===== src/rtl/anim_seq_if.sv =====
// anim_seq_if: control, timer-handshake and display signals of the LED frame sequencer
interface anim_seq_if #(parameter int F = 4);
  logic start;
  logic stop;
  logic [1:0] mode;
  logic [F-1:0] last;
  logic tick;
  logic trig;
  logic [F-1:0] frame;
  logic [2**F-1:0] led;
  logic busy;
  logic done;
  modport master (output start, stop, mode, last, tick, input trig, frame, led, busy, done);
  modport slave (input start, stop, mode, last, tick, output trig, frame, led, busy, done);
endinterface


===== src/rtl/anim_seq.sv =====
// anim_seq: frame sequencer that arms the interval timer and steps a frame index per playback mode
module anim_seq #(parameter int F = 4) (
  input logic clk,
  input logic rst,
  anim_seq_if.slave bus
);
  localparam int N = 2**F;
  localparam logic [F-1:0] one = F'(1);
  typedef enum logic [1:0] {IDLE, ARM, WAIT} state_t;
  state_t state, state_n;
  logic [F-1:0] frame_r, frame_n, last_r, last_n;
  logic [1:0] mode_r, mode_n;
  logic dir, dir_n, done_r, done_n;
  logic at_end, at_zero;
  always_ff @(posedge clk) begin
    if (rst) begin
      state <= IDLE;
      frame_r <= '0;
      last_r <= '0;
      mode_r <= '0;
      dir <= 1'b1;
      done_r <= 1'b0;
    end else begin
      state <= state_n;
      frame_r <= frame_n;
      last_r <= last_n;
      mode_r <= mode_n;
      dir <= dir_n;
      done_r <= done_n;
    end
  end
  always_comb begin
    state_n = state;
    frame_n = frame_r;
    last_n = last_r;
    mode_n = mode_r;
    dir_n = dir;
    done_n = 1'b0;
    at_end = frame_r == last_r;
    at_zero = frame_r == '0;
    case (state)
      IDLE: if (bus.start) begin
        mode_n = bus.mode;
        last_n = bus.last;
        frame_n = bus.mode == 2'b11 ? bus.last : '0;
        dir_n = bus.mode != 2'b11;
        state_n = ARM;
      end
      ARM: state_n = bus.stop ? IDLE : WAIT;
      WAIT: if (bus.stop) begin
        state_n = IDLE;
      end else if (bus.tick) begin
        state_n = ARM;
        case (mode_r)
          2'b00: begin
            frame_n = at_end ? frame_r : frame_r + one;
            done_n = at_end;
            state_n = at_end ? IDLE : ARM;
          end
          2'b01: frame_n = at_end ? '0 : frame_r + one;
          2'b10: begin
            frame_n = dir ? (at_end ? (last_r == '0 ? '0 : last_r - one) : frame_r + one)
                          : (at_zero ? one : frame_r - one);
            dir_n = dir ? !(at_end && last_r != '0) : at_zero;
          end
          default: begin
            frame_n = at_zero ? frame_r : frame_r - one;
            done_n = at_zero;
            state_n = at_zero ? IDLE : ARM;
          end
        endcase
      end
      default: state_n = IDLE;
    endcase
  end
  assign bus.trig = state == ARM;
  assign bus.busy = state != IDLE;
  assign bus.frame = frame_r;
  assign bus.done = done_r;
  assign bus.led = state != IDLE ? N'(1) << frame_r : '0;
endmodule

===== src/flat_wrapper.sv =====
// flat-port wrapper written by rule: the top's interface ports become plain ports
module anim_seq_flat 
#(parameter int F = 4)
  (clk, rst, bus_start, bus_stop, bus_mode, bus_last, bus_tick, bus_trig, bus_frame, bus_led, bus_busy, bus_done);
  anim_seq_if #(.F(F)) bus_i ();
  input logic clk;
  input logic rst;
  input wire logic [$bits(bus_i.start)-1:0] bus_start;
  input wire logic [$bits(bus_i.stop)-1:0] bus_stop;
  input wire logic [$bits(bus_i.mode)-1:0] bus_mode;
  input wire logic [$bits(bus_i.last)-1:0] bus_last;
  input wire logic [$bits(bus_i.tick)-1:0] bus_tick;
  output wire logic [$bits(bus_i.trig)-1:0] bus_trig;
  output wire logic [$bits(bus_i.frame)-1:0] bus_frame;
  output wire logic [$bits(bus_i.led)-1:0] bus_led;
  output wire logic [$bits(bus_i.busy)-1:0] bus_busy;
  output wire logic [$bits(bus_i.done)-1:0] bus_done;
  assign bus_i.start = bus_start;
  assign bus_i.stop = bus_stop;
  assign bus_i.mode = bus_mode;
  assign bus_i.last = bus_last;
  assign bus_i.tick = bus_tick;
  assign bus_trig = bus_i.trig;
  assign bus_frame = bus_i.frame;
  assign bus_led = bus_i.led;
  assign bus_busy = bus_i.busy;
  assign bus_done = bus_i.done;
  anim_seq #(.F(F)) u_core (.clk(clk), .rst(rst), .bus(bus_i));
endmodule

===== config.mk =====
export PLATFORM = sky130hd
export DESIGN_NAME = anim_seq_flat
export DESIGN_NICKNAME = d
export VERILOG_FILES = /design/src/rtl/anim_seq_if.sv /design/src/rtl/anim_seq.sv /design/src/flat_wrapper.sv
export SDC_FILE = /design/constraint.sdc
export NUM_CORES = 1
export LEC_CHECK = 0
export BUFFER_PORTS_ARGS = -buffer_cell sky130_fd_sc_hd__buf_2
export CAP_MARGIN = 20
export CORE_ASPECT_RATIO = 0.5
export CORE_UTILIZATION = 47
export DETAILED_ROUTE_END_ITERATION = 12
export PLACE_DENSITY = 0.72
export SETUP_SLACK_MARGIN = 0.2
export SLEW_MARGIN = 20
export SYNTH_ARGS = -nofsm -noshare
export SYNTH_HDL_FRONTEND = slang
export SYNTH_SLANG_ARGS = --single-unit

===== constraint.sdc =====
create_clock -name clk -period 2.06 [get_ports clk]
set_input_delay 0.412 -clock clk [delete_from_list [all_inputs] [get_ports clk]]
set_output_delay 0.412 -clock clk [all_outputs]
set_load 0.005 [all_outputs]

==> run_results.csv <==
group,metric,value,unit
placement,dp.cells,269,
power_and_ir_drop,p_int,0.6447,mW
power_and_ir_drop,seqPwrFrac,0.313,
grt,overflow,0,
drt,drt-initial-drc-count,132,
finish,drive_above_1_share,0.4066,
timing,setup_ws,-0.01747,ns
drt,ant_nets,0,
die,fp.dieH,39.32,um
timing,hold_ws,0.3480,ns
timing,max_freq,481.4,MHz
power_and_ir_drop,power_leakage,0.8798,nW
grt,grt_pass1_wl,5.989,mm
timing,rsz0062_at_grt,"yes",
drt,via_per_inst,5.414,
placement,port_buffers,33,
setup_path,worstPathRequired,2.17,ns
finish,final_area,1927,um2
drt,dr.pass1.iters,4,
drt,drc,0,
timing,fin_crit_sh,1.008,
cts,htreeDepth,1,
outcome,outcome,"finished, violations left",
drt,post_drt_wl_per_cell,14.34,um
logic_synthesis,netlist_area,1309,um2
die,core-area,2619,um2
logic_synthesis,synthArstFlopShare,0,
power_and_ir_drop,p_sw,0.3486,mW
power_and_ir_drop,peakVddDrop,0.3588,mV
timing,final_max_slew_viol_count,0,
timing,min_period,2.077,ns
run,drv_cap,0,
timing,finalHoldViolCount,0,
drt,routed_wl,3.986,mm
cts,cts_tree,"done",
logic_synthesis,yosys.area.top_type,"dfxtp_1",
logic_synthesis,synth_edf_count,0,
setup_path,endpoint_kind,"flip-flop",
finish,final_util,0.7358,
drt,num_vias,1505,
cts,clock_latency,0.25,ns
die,die_area,3013,um2
outcome,violations,"setup timing",
logic_synthesis,yosysWarningCount,0,
timing,relSlewSlack,0.6797,
min_path,min_path_type,"input pin to flip-flop",
cts,cts.clk_slew.worst_paths,0.06,ns
placement,place_congestion,0.9362,
logic_synthesis,seq_area_frac_synth,0.2141,
logic_synthesis,ys.flop_type,"dfxtp_1",
timing,fin_skew,0.004986,ns
finish,final_net_count,268,
min_path,whs_path_depth,2,
die,die_w,76.63,um
die,boundaryPins,34,
setup_path,cp_max_fo,4,
finish,antennaDiodeCount,0,
logic_synthesis,avgSynthCellArea,7.231,um2
placement,dp_hpwl,2.798,mm
setup_path,cp.arrival,2.19,ns
finish,fin_cells,278,
setup_path,worst-setup-path-type,"flip-flop to flip-flop",
die,rows,13,
timing,tightest_slew,0.4804,ns
setup_path,ff2ff_path_depth,9,
finish,syn_to_final_growth,47.23,%
logic_synthesis,synthCells,181,
cts,cts-root-buf,"clkbuf_8",
cts,holdBufCountCts,0,
logic_synthesis,synth_cell_types,42,
power_and_ir_drop,pwr-share-comb,0.460,
setup_path,start_kind,"flip-flop",
grt,grt_pass1_vias,1243,
timing,setup_viol,2,
cts,clock-sinks,14,
power_and_ir_drop,p_clk_frac,0.227,
cts,cts_buffer_depth,2,
grt,gr-usage-all-layers,0.2722,
logic_synthesis,synth_fp_nets,206,
timing,fin_setup_tns,-0.02740,ns
cts,cts_made_buffers,3,
logic_synthesis,synth.area.top_cells,"dfxtp_1 21%, ha_1 13%, nor2_1 7.5%",
grt,grt_max_degree,16,
grt,grt_antenna_before_repair,0,
logic_synthesis,netlist.area_leader.share,0.2141,
power_and_ir_drop,p_sw_frac,0.3510,
power_and_ir_drop,p_per_area,515.5,nW/um2
logic_synthesis,ys_seq_elements,14,
placement,place_area,1693,um2
die,initial_utilization,0.4998,
-- synth_stat cells, drive strengths merged, types with 4 or more instances --
master	number
ha	14
xor2	4
clkbuf	5
nor3	4
inv	12
nor2b	4
nand2	24
o21ai	8
and2	9
a21oi	12
nor2	26
dfxtp	14
-- cell families after synthesis --
family	after synthesis	synth area share
flops	14	0.2142
xor+xnor	6	0.04015
compound gates	38	0.1979
buf+inv	20	0.06978
fa+ha+maj	14	0.1338
simple gates	87	0.3289
mux	2	0.01530
-- final timing paths --
path | start | end | slack (ns)
min reg2reg | u_core.mode_r[0]$_SDFFE_PP0P_ | u_core.mode_r[0]$_SDFFE_PP0P_ | 0.50
max | u_core.bus.frame[0]$_SDFFE_PP0P_ | u_core.bus.frame[2]$_SDFFE_PP0P_ | -0.02
min | bus_stop | u_core.state[1]$_SDFFE_PP0P_ | 0.35
max reg2reg | u_core.bus.frame[0]$_SDFFE_PP0P_ | u_core.bus.frame[2]$_SDFFE_PP0P_ | -0.02
-- power by group through the flow --
stage | clock network [mW] | logic, mW | registers, mW
6_report | 0.226 | 0.457 | 0.311
5_1_grt | 0.246 | 0.495 | 0.312
4_1_cts | 0.226 | 0.410 | 0.308
3_5_place_dp | 0 | 0.352 | 0.313
3_3_place_gp | 0 | 0.349 | 0.312
2_1_floorplan | 0 | 0.212 | 0.313
-- cell type report --
class	count	area [um2]
repair buffers	65	420.4
multi-input cells	147	1087
flip-flops and latches	14	286.5
inverters	12	45.04
clock buffers	3	41.29
fillers	203	691.9
well taps	37	46.29
-- registers in the layout, summed over array words and instances (netlist names) --
| register | count |
|---|---|
| u_core.bus.done | 1 |
| u_core.mode_r | 2 |
| u_core.state | 2 |
| u_core.bus.frame | 4 |
| u_core.dir | 1 |
| u_core.last_r | 4 |
-- layer usage --
layer | GRT usage | up-vias | share of wire
met5 | 0 | - | 0
met4 | 0.08654 | 0 | 0.015
met3 | 0.07674 | 10 | 0.11
met2 | 0.4595 | 82 | 0.43
met1 | 0.3458 | 664 | 0.44
li1 | - | 749 | -
-- layout by cell type (no fill, tap or decap), types with 3 or more instances in the layout --
| cell | netlist | routed |
|---|---|---|
| buf_4 | 0 | 28 |
| o211ai_1 | 3 | 3 |
| nand3_1 | 3 | 3 |
| o21ai_1 | 3 | 3 |
| a21oi_1 | 12 | 10 |
| nor2b_1 | 4 | 4 |
| nand2_1 | 24 | 24 |
| nor2_1 | 26 | 25 |
| inv_1 | 11 | 11 |
| clkbuf_8 | 0 | 3 |
| buf_2 | 1 | 33 |
| ha_4 | 0 | 3 |
| and2_1 | 9 | 9 |
| o21ai_0 | 5 | 4 |
| nor3_1 | 4 | 4 |
| dfxtp_1 | 14 | 9 |
| dfxtp_2 | 0 | 5 |
| ha_1 | 14 | 10 |
| nor3b_2 | 0 | 3 |
| buf_6 | 2 | 4 |
-- through the flow --
stage / power [mW] / worst slack (ns)
5_1_grt: 1.053 / -0.07826
3_3_place_gp: 0.6610 / -0.09427
6_report: 0.9933 / -0.01747
3_5_place_dp: 0.6643 / -0.1440
4_1_cts: 0.9441 / -0.02551
2_1_floorplan: 0.5248 / -0.09371
-- critical path, stage by stage (launching register included) --
cell and delay, ns:
dfxtp_1 0.42, inv_1 0.09, ha_1 0.21, buf_4 0.14
ha_4 0.27, nand2_1 0.08, o21ai_1 0.12, a21oi_1 0.10
a2111oi_2 0.38, a211oi_1 0.14
-- what timing repair did --
action | in CTS | in global routing
pin swaps | 11 | 5
endpoints found under the setup margin | 9 | 22
resized for setup | 16 | 15
setup buffers | 3 | 3
Note: power is estimated with default switching activity, not from simulation.
